`src/rtl/fifo_feed_sched.sv`:
```
// fifo_feed_sched: feeds one tile from ROWS row FIFOs into a systolic array
// with diagonal skew (row r starts r cycles after row 0).
//
// Ports
//   CLK, RST       clock, asynchronous active-high reset
//   start          feed request, sampled only in IDLE
//   tile_len       words per row, sampled with an accepted start
//   fifo_ocp       per-row FIFO occupancy (packed, ROWS x LW)
//   fifo_empty     per-row FIFO empty flags
//   stall          array back-pressure; freezes feeding while high
//   fifo_pop       per-row pop strobe (combinational from registered state)
//   busy           high whenever not IDLE
//   done           one-cycle pulse in the DONE state
//   err_cfg        one-cycle pulse, the cycle after a rejected start
//   err_underflow  sticky; set when a row window hits an empty FIFO

// Per-row window and pop gating.
module fifo_feed_row #(
    parameter int ROW = 0,
    parameter int LW  = 5,
    parameter int TW  = 6
) (
    input  logic          feed_en,   // FEED and not stalled
    input  logic [TW-1:0] t,
    input  logic [LW-1:0] len,
    input  logic          empty,
    output logic          pop,
    output logic          uflow
);
    logic [TW-1:0] row_c;
    logic [TW-1:0] end_x;
    logic          window;

    // Window is row <= t <= row+len-1, written as t < row+len (len >= 1).
    assign row_c  = TW'(ROW);
    assign end_x  = row_c + TW'(len);
    assign window = (t >= row_c) && (t < end_x);
    assign pop    = feed_en & window & ~empty;
    assign uflow  = feed_en & window & empty;
endmodule

module fifo_feed_sched #(
    parameter int ROWS = 4,
    parameter int SIZE = 16
) (
    input  logic                                  CLK,
    input  logic                                  RST,
    input  logic                                  start,
    input  logic [$clog2(SIZE):0]                 tile_len,
    input  logic [ROWS-1:0][$clog2(SIZE):0]       fifo_ocp,
    input  logic [ROWS-1:0]                       fifo_empty,
    input  logic                                  stall,
    output logic [ROWS-1:0]                       fifo_pop,
    output logic                                  busy,
    output logic                                  done,
    output logic                                  err_cfg,
    output logic                                  err_underflow
);
    localparam int LW = $clog2(SIZE) + 1;
    localparam int TW = $clog2(SIZE + ROWS) + 1;

    localparam logic [1:0] S_IDLE = 2'd0;
    localparam logic [1:0] S_WAIT = 2'd1;
    localparam logic [1:0] S_FEED = 2'd2;
    localparam logic [1:0] S_DONE = 2'd3;

    logic [1:0]      state;
    logic [LW-1:0]   len_q;
    logic [TW-1:0]   t_q;
    logic            cfg_q;
    logic            uf_q;

    logic            len_ok;
    logic            ocp_ok;
    logic            feed_en;
    logic            last;
    logic [ROWS-1:0] uflow;

    assign len_ok  = (tile_len != '0) && (tile_len <= LW'(SIZE));
    assign feed_en = (state == S_FEED) && !stall;
    // Final skew cycle: row ROWS-1 pops its last word at t = len+ROWS-2.
    assign last    = (t_q == TW'(len_q) + TW'(ROWS - 2));

    always_comb begin
        ocp_ok = 1'b1;
        for (int r = 0; r < ROWS; r++)
            if (fifo_ocp[r] < len_q) ocp_ok = 1'b0;
    end

    genvar g;
    generate
        for (g = 0; g < ROWS; g++) begin : g_row
            fifo_feed_row #(.ROW(g), .LW(LW), .TW(TW)) u_row (
                .feed_en (feed_en),
                .t       (t_q),
                .len     (len_q),
                .empty   (fifo_empty[g]),
                .pop     (fifo_pop[g]),
                .uflow   (uflow[g])
            );
        end
    endgenerate

    always_ff @(posedge CLK or posedge RST) begin
        if (RST) begin
            state <= S_IDLE;
            len_q <= '0;
            t_q   <= '0;
            cfg_q <= 1'b0;
            uf_q  <= 1'b0;
        end else begin
            cfg_q <= 1'b0;
            case (state)
                S_IDLE: begin
                    if (start) begin
                        if (len_ok) begin
                            len_q <= tile_len;
                            uf_q  <= 1'b0;
                            t_q   <= '0;
                            state <= S_WAIT;
                        end else begin
                            cfg_q <= 1'b1;
                        end
                    end
                end
                S_WAIT: begin
                    t_q <= '0;
                    if (ocp_ok) state <= S_FEED;
                end
                S_FEED: begin
                    if (|uflow) uf_q <= 1'b1;
                    if (!stall) begin
                        t_q <= t_q + 1'b1;
                        if (last) state <= S_DONE;
                    end
                end
                default: state <= S_IDLE;   // S_DONE
            endcase
        end
    end

    assign busy          = (state != S_IDLE);
    assign done          = (state == S_DONE);
    assign err_cfg       = cfg_q;
    assign err_underflow = uf_q;
endmodule

```
`config.mk`:
```
export PLATFORM = sky130hd
export DESIGN_NAME = fifo_feed_sched
export DESIGN_NICKNAME = d
export VERILOG_FILES = /design/src/rtl/fifo_feed_sched.sv
export SDC_FILE = /design/constraint.sdc
export NUM_CORES = 1
export LEC_CHECK = 0
export ABC_AREA = 1
export CORE_ASPECT_RATIO = 0.75
export CORE_MARGIN = 4
export CORE_UTILIZATION = 25
export DETAILED_ROUTE_END_ITERATION = 6
export DONT_BUFFER_PORTS = 1
export SETUP_SLACK_MARGIN = 0.4
export SLEW_MARGIN = 30
export SYNTH_ARGS = -nofsm -noshare
export SYNTH_HDL_FRONTEND = slang
export SYNTH_SLANG_ARGS = --single-unit
```
`constraint.sdc`:
```
create_clock -name CLK -period 3.1 [get_ports CLK]
set_input_delay 0.465 -clock CLK [delete_from_list [all_inputs] [get_ports CLK]]
set_output_delay 0.465 -clock CLK [all_outputs]
set_load 0.01 [all_outputs]
```
# Yosys cells after proc, flatten, opt, wreduce, memory -nomap -nowiden
# Cells that the tools add are included.
# word_totals
register_bits	15
latch_bits	0
ram_bits	0
mem_bits_ro	0
inputBits	33
output_inout_bits	8
wordCells	86
mem_count	0
# classes
add_sub_neg	4
n_mul	0
div_mod_pow	0
n_lt_le_gt_ge	13
eq_ne	10
n_shift	0
mux	21
bitwise	16
n_reduce_logical	17
# op_table
op	count
< comparator 5 bit	4
< comparator 6 bit	3
2-to-1 mux 6 bit	3
case mux 6 bit (3 select lines)	1
adder 2 x 5 -> 6 bit, first input constant	2
AND 1 bit	12
greater-or-equal comparator 6 x 1 -> 1 bit, second input constant	2
greater-or-equal comparator 6 x 2 -> 1 bit, second input constant	2
2-to-1 mux 1 bit	10
2-to-1 mux 2 bit	5
!= test 2 bit, second input constant	5
AND reduction 4 bit	2
adder 1 x 5 -> 6 bit, first input constant	1
adder 6 x 1 -> 6 bit, second input constant	1
== test 6 bit	1
logical AND 1 bit	6
< comparator 6 x 5 -> 1 bit	1
case mux 2 bit (3 select lines)	1
<= comparator 5 bit, second input constant	1
AND reduction 5 bit	1
nonzero test 5 bit	1
== test 2 bit, second input constant	2
NOT 1 bit	4
nonzero test 2 bit	2
other kinds (8)	8

# Depth between registers and ports, before layout
# depth
depth_word	8
mapped_depth	17
depth_no_buf	16

# Hierarchy
# Synthesis repeated with hierarchy kept, for this count alone.
# hier_totals
cells_unflattened	341
area_unflattened_um2	2198.4
# by_module_without_submodules
mod	n_inst	cells_each	area_each_um2	seq_area_each_um2
fifo_feed_sched	1	204	1402.6	375.4
fifo_feed_row (g_row[3].u_row)	1	38	225.2	0.0
fifo_feed_row (g_row[1].u_row)	1	36	219.0	0.0
fifo_feed_row (g_row[2].u_row)	1	35	205.2	0.0
fifo_feed_row (g_row[0].u_row)	1	28	146.4	0.0

# Worst setup path before layout
# OpenSTA, ideal clock, no wires.
# synth_timing
kind	register to output
startpoint	register len_q[2]
endpoint	output fifo_pop[1]
t_arrival_ns	1.824
path_slack_ns	0.811
path_stages_with_launch	14
n_path_buf	1
cell_sequence	dfrtp_1 ha_1 xnor2_1 nand2_1 o21ai_0 ha_1 nand2_1 nand2_1 nand2_1 nand2_1 a21oi_1 nand3_1 nor2_1 buf_4
# synth_via
elab_chain_cells	5
# synth_rtl
element	line	rtl
start: declaration	68	logic [LW-1:0] len_q;
start signal: assignment	117	len_q <= tile_len;
adder 1 x 5 -> 6 bit	36	assign end_x = row_c + TW'(len);
< comparator 6 bit	37	assign window = (t >= row_c) && (t < end_x);
logical AND 1 bit	37	
AND 1 bit (2 in a row)	38	assign pop = feed_en & window & ~empty;
end: declaration	53	output logic [ROWS-1:0] fifo_pop,
# Every way passes these cells.

# Worst setup path in the final report
# layout_timing
startpoint	register len_q[2]
endpoint	output fifo_pop[3]
# layout_via
elab_chain_cells	5
# layout_rtl
element	line
adder 2 x 5 -> 6 bit	36
< comparator 6 bit	37
logical AND 1 bit	37
AND 1 bit (2 in a row)	38
# Every way passes these cells.

==> qor.csv <==
metric,value,unit
status,"complete, no violations",
n_antenna_cell,0,
cts_tree,done,
vias,1814,
critPathCapture,fifo_pop[3],
path_max_fanout,4,
remaining_drc_errors,0,
routed_wl,5.233,mm
grt_pass1_wl,8.694,mm
clk_pin_slew,70,ps
avgSynthCellArea,7.158,sq um
finalMaxSlewViolations,0,
grt_antenna_before_repair,0,
busiest_layer,met2,
start_kind,flop,
hold_path_class,in2async,
drive_gt1_share,14.53,%
place_congestion,0.8503,
r2r_cells,13,
n_fill_cell,864,
cp_top_family,adder cells,
die_width,113.2,um
post-route-period-util,85.30,%
final_net_count,379,
finalHoldViolations,0,
die_h,86.92,um
track_usage,10.80,%
syn2layout_area_growth,13.08,%
fmax,378.2,MHz
htree_levels,1,
end_kind,primary output,
rsz0062_at_grt,true,
ir_drop,0.0004131,V
wire_per_inst,13.05,um
crit_path_start,len_q[2],
seq_area_frac_synth,18.08,%
cts_root_buf,clkbuf_8,
netlist_area,0.002076,sq mm
grt_pass1_vias,1813,
grt_max_degree,16,
required,2630,ps
yosys_register_bits,15,
drt_iter0_markers,91,
ctsHoldBuffers,0,
ios,41,
crit_chain,"buf_6, ha_4, a21o_1, xor2_1, ha_1, a21oi_2, o21ai_1, nand2_1, nand2_2, nor2_4",
dp_hpwl,4.238,mm
r2r_slack,830,ps
slew_headroom,57.78,%
leakage,1.200,nW
crit_buf_inv,1,
postSynthCellCount,290,
clock-sinks,15,
cp.arrival,2180,ps
setup_viol,0,
gr-usage-met3,3.264,%
grtUsageMet2,16.24,%
clk_latency,250,ps
synth_nets,372,
start_util,25.99,%
vias_per_cell,4.524,
cts_buffers,3,
slowest_delay,460,ps
fin_worst_skew,5.289,ps
crit_path_top_delay_cell,dfrtp_2,
drt_first_pass_iters,4,
path_depth,10,
clockBufferDepth,2,
power,0.001931,W
synth_cell_types,25,
setup_tns,0,ps
p_per_area,822.5,mW/mm^2
fin_crit,2644,ps
max_slew.worst_pin.slew,630.9,ps
max_cap_violations,0,
worst_slack,455.8,ps
rows,28,
place_worst_setup_slack,485.9,ps
die_area,0.009840,sq mm
ant_nets,0,
port_buffers,0,
r2r_start,len_q[2],
overflow,0,
core-area,0.007988,sq mm
worst-setup-path-type,reg2out,
use_met1,15.57,%
rr_endpoint,err_underflow,
yosysWarnings,0,
## cell families (layout without fill, tap and decap cells)
logic type                 count (synthesis)  after routing  share of synthesized area (%)
adders and majority gates                 49             49                          29.54
buffers and inverters                     46             52                          9.825
xor gates and xnor gates                   9              9                          3.798
DFF                                       15             15                          18.08
and+or+nand+nor                          134            134                          27.25
AOI/OAI and AO/OA                         37             37                          11.51
## routing by layer
metal | up-vias | part of all wire [%]
li1 | 957 | -
met1 | 800 | 50
met2 | 53 | 41
met3 | 4 | 9.0
met4 | 0 | 0.27
met5 | - | 0
## where the power goes
group / internal [W] / switching (W)
Clock: 0.0000890 / 0.0000712
Combinational: 0.000569 / 0.000802
Sequential: 0.000266 / 0.000134
Total: 0.000924 / 0.00101
## final cells by class
class | count | area, sq um | area share [%]
timing repair buffer | 10 | 78.83 | 3.358
clock buffer | 3 | 41.29 | 1.759
multi-input combinational | 229 | 1558 | 66.36
sequential | 15 | 380.4 | 16.20
tap | 105 | 131.4 | 5.597
clock inverter | 1 | 5.005 | 0.2132
inverter | 38 | 152.6 | 6.503
## cells in the mapped netlist
| cell | count | area share [%] |
|---|---|---|
| nand2_1 | 73 | 13 |
| ha_1 | 49 | 30 |
| inv_1 | 38 | 6.9 |
| nor2_1 | 24 | 4.3 |
| nand3_1 | 22 | 5.3 |
| dfrtp_1 | 15 | 18 |
| a21oi_1 | 12 | 2.9 |
| o21ai_0 | 12 | 2.9 |
| xor2_1 | 7 | 3.0 |
| buf_4 | 6 | 2.2 |
| o21ai_2 | 6 | 2.5 |
| nand4_1 | 5 | 1.5 |
| nor3_1 | 3 | 0.72 |
| o21bai_1 | 3 | 1.1 |
| a21o_1 | 2 | 0.72 |
| nand2_2 | 2 | 0.60 |
| or2_2 | 2 | 0.60 |
| xnor2_1 | 2 | 0.84 |
| and2_1 | 1 | 0.30 |
| buf_2 | 1 | 0.24 |
| buf_6 | 1 | 0.54 |
| nand3b_1 | 1 | 0.36 |
| nor2_2 | 1 | 0.30 |
| o211ai_1 | 1 | 0.36 |
| o211ai_4 | 1 | 1.0 |
## state kept, by name, summed over array words and instances, names as in the netlist
signal	flops
state	2
t_q	6
len_q	5
err_cfg	1
err_underflow	1
## through the flow
step	area, sq um	cells	hold WS (ps)	utilization [%]
6_report	2347	401	167.9	29.39
5_1_grt	2347	401	220.8	29.39
4_1_cts	2221	392	194.5	27.80
3_5_place_dp	2153	388	468.8	26.96
3_3_place_gp	2153	388	456.4	26.96
2_1_floorplan	2076	290	366.5	-
## what timing repair did
action	in CTS	in global routing
setup buffers	0	9
pin swaps	0	12
gates resized for setup	8	16
setup endpoints to repair	2	3
## cells in the final DEF, fill, tap and decap left out
| master | count |
|---|---|
| nor3_2 | 1 |
| ha_4 | 2 |
| o211ai_4 | 1 |
| inv_1 | 35 |
| nand3_1 | 22 |
| inv_4 | 1 |
| a21oi_2 | 2 |
| dfrtp_1 | 11 |
| nand2_1 | 72 |
| o21bai_1 | 3 |
| xnor2_1 | 1 |
| ha_1 | 47 |
| nand2_2 | 3 |
| nor3_1 | 2 |
| nor2_1 | 22 |
| a21o_1 | 2 |
| xor2_1 | 7 |
| dfrtp_2 | 4 |
| a21oi_1 | 10 |
| o21ai_2 | 7 |
| clkinvlp_4 | 2 |
| clkinv_2 | 1 |
| buf_4 | 9 |
| o21ai_1 | 1 |
| or2_2 | 2 |
| nand3b_1 | 1 |
| o21ai_0 | 10 |
| buf_6 | 1 |
| and2_1 | 1 |
| clkbuf_8 | 3 |
| nor2_2 | 2 |
| o211ai_1 | 1 |
| xnor2_2 | 1 |
| nor2_4 | 1 |
| nand4_1 | 5 |
## worst min-delay path by stage
stage,from,to
2_1_floorplan,RST,err_cfg
3_3_place_gp,RST,len_q[3]
3_5_place_dp,RST,len_q[3]
4_1_cts,RST,len_q[3]
5_1_grt,RST,len_q[3]
6_report,RST,err_cfg
Note: power is estimated with default switching activity, not from simulation.
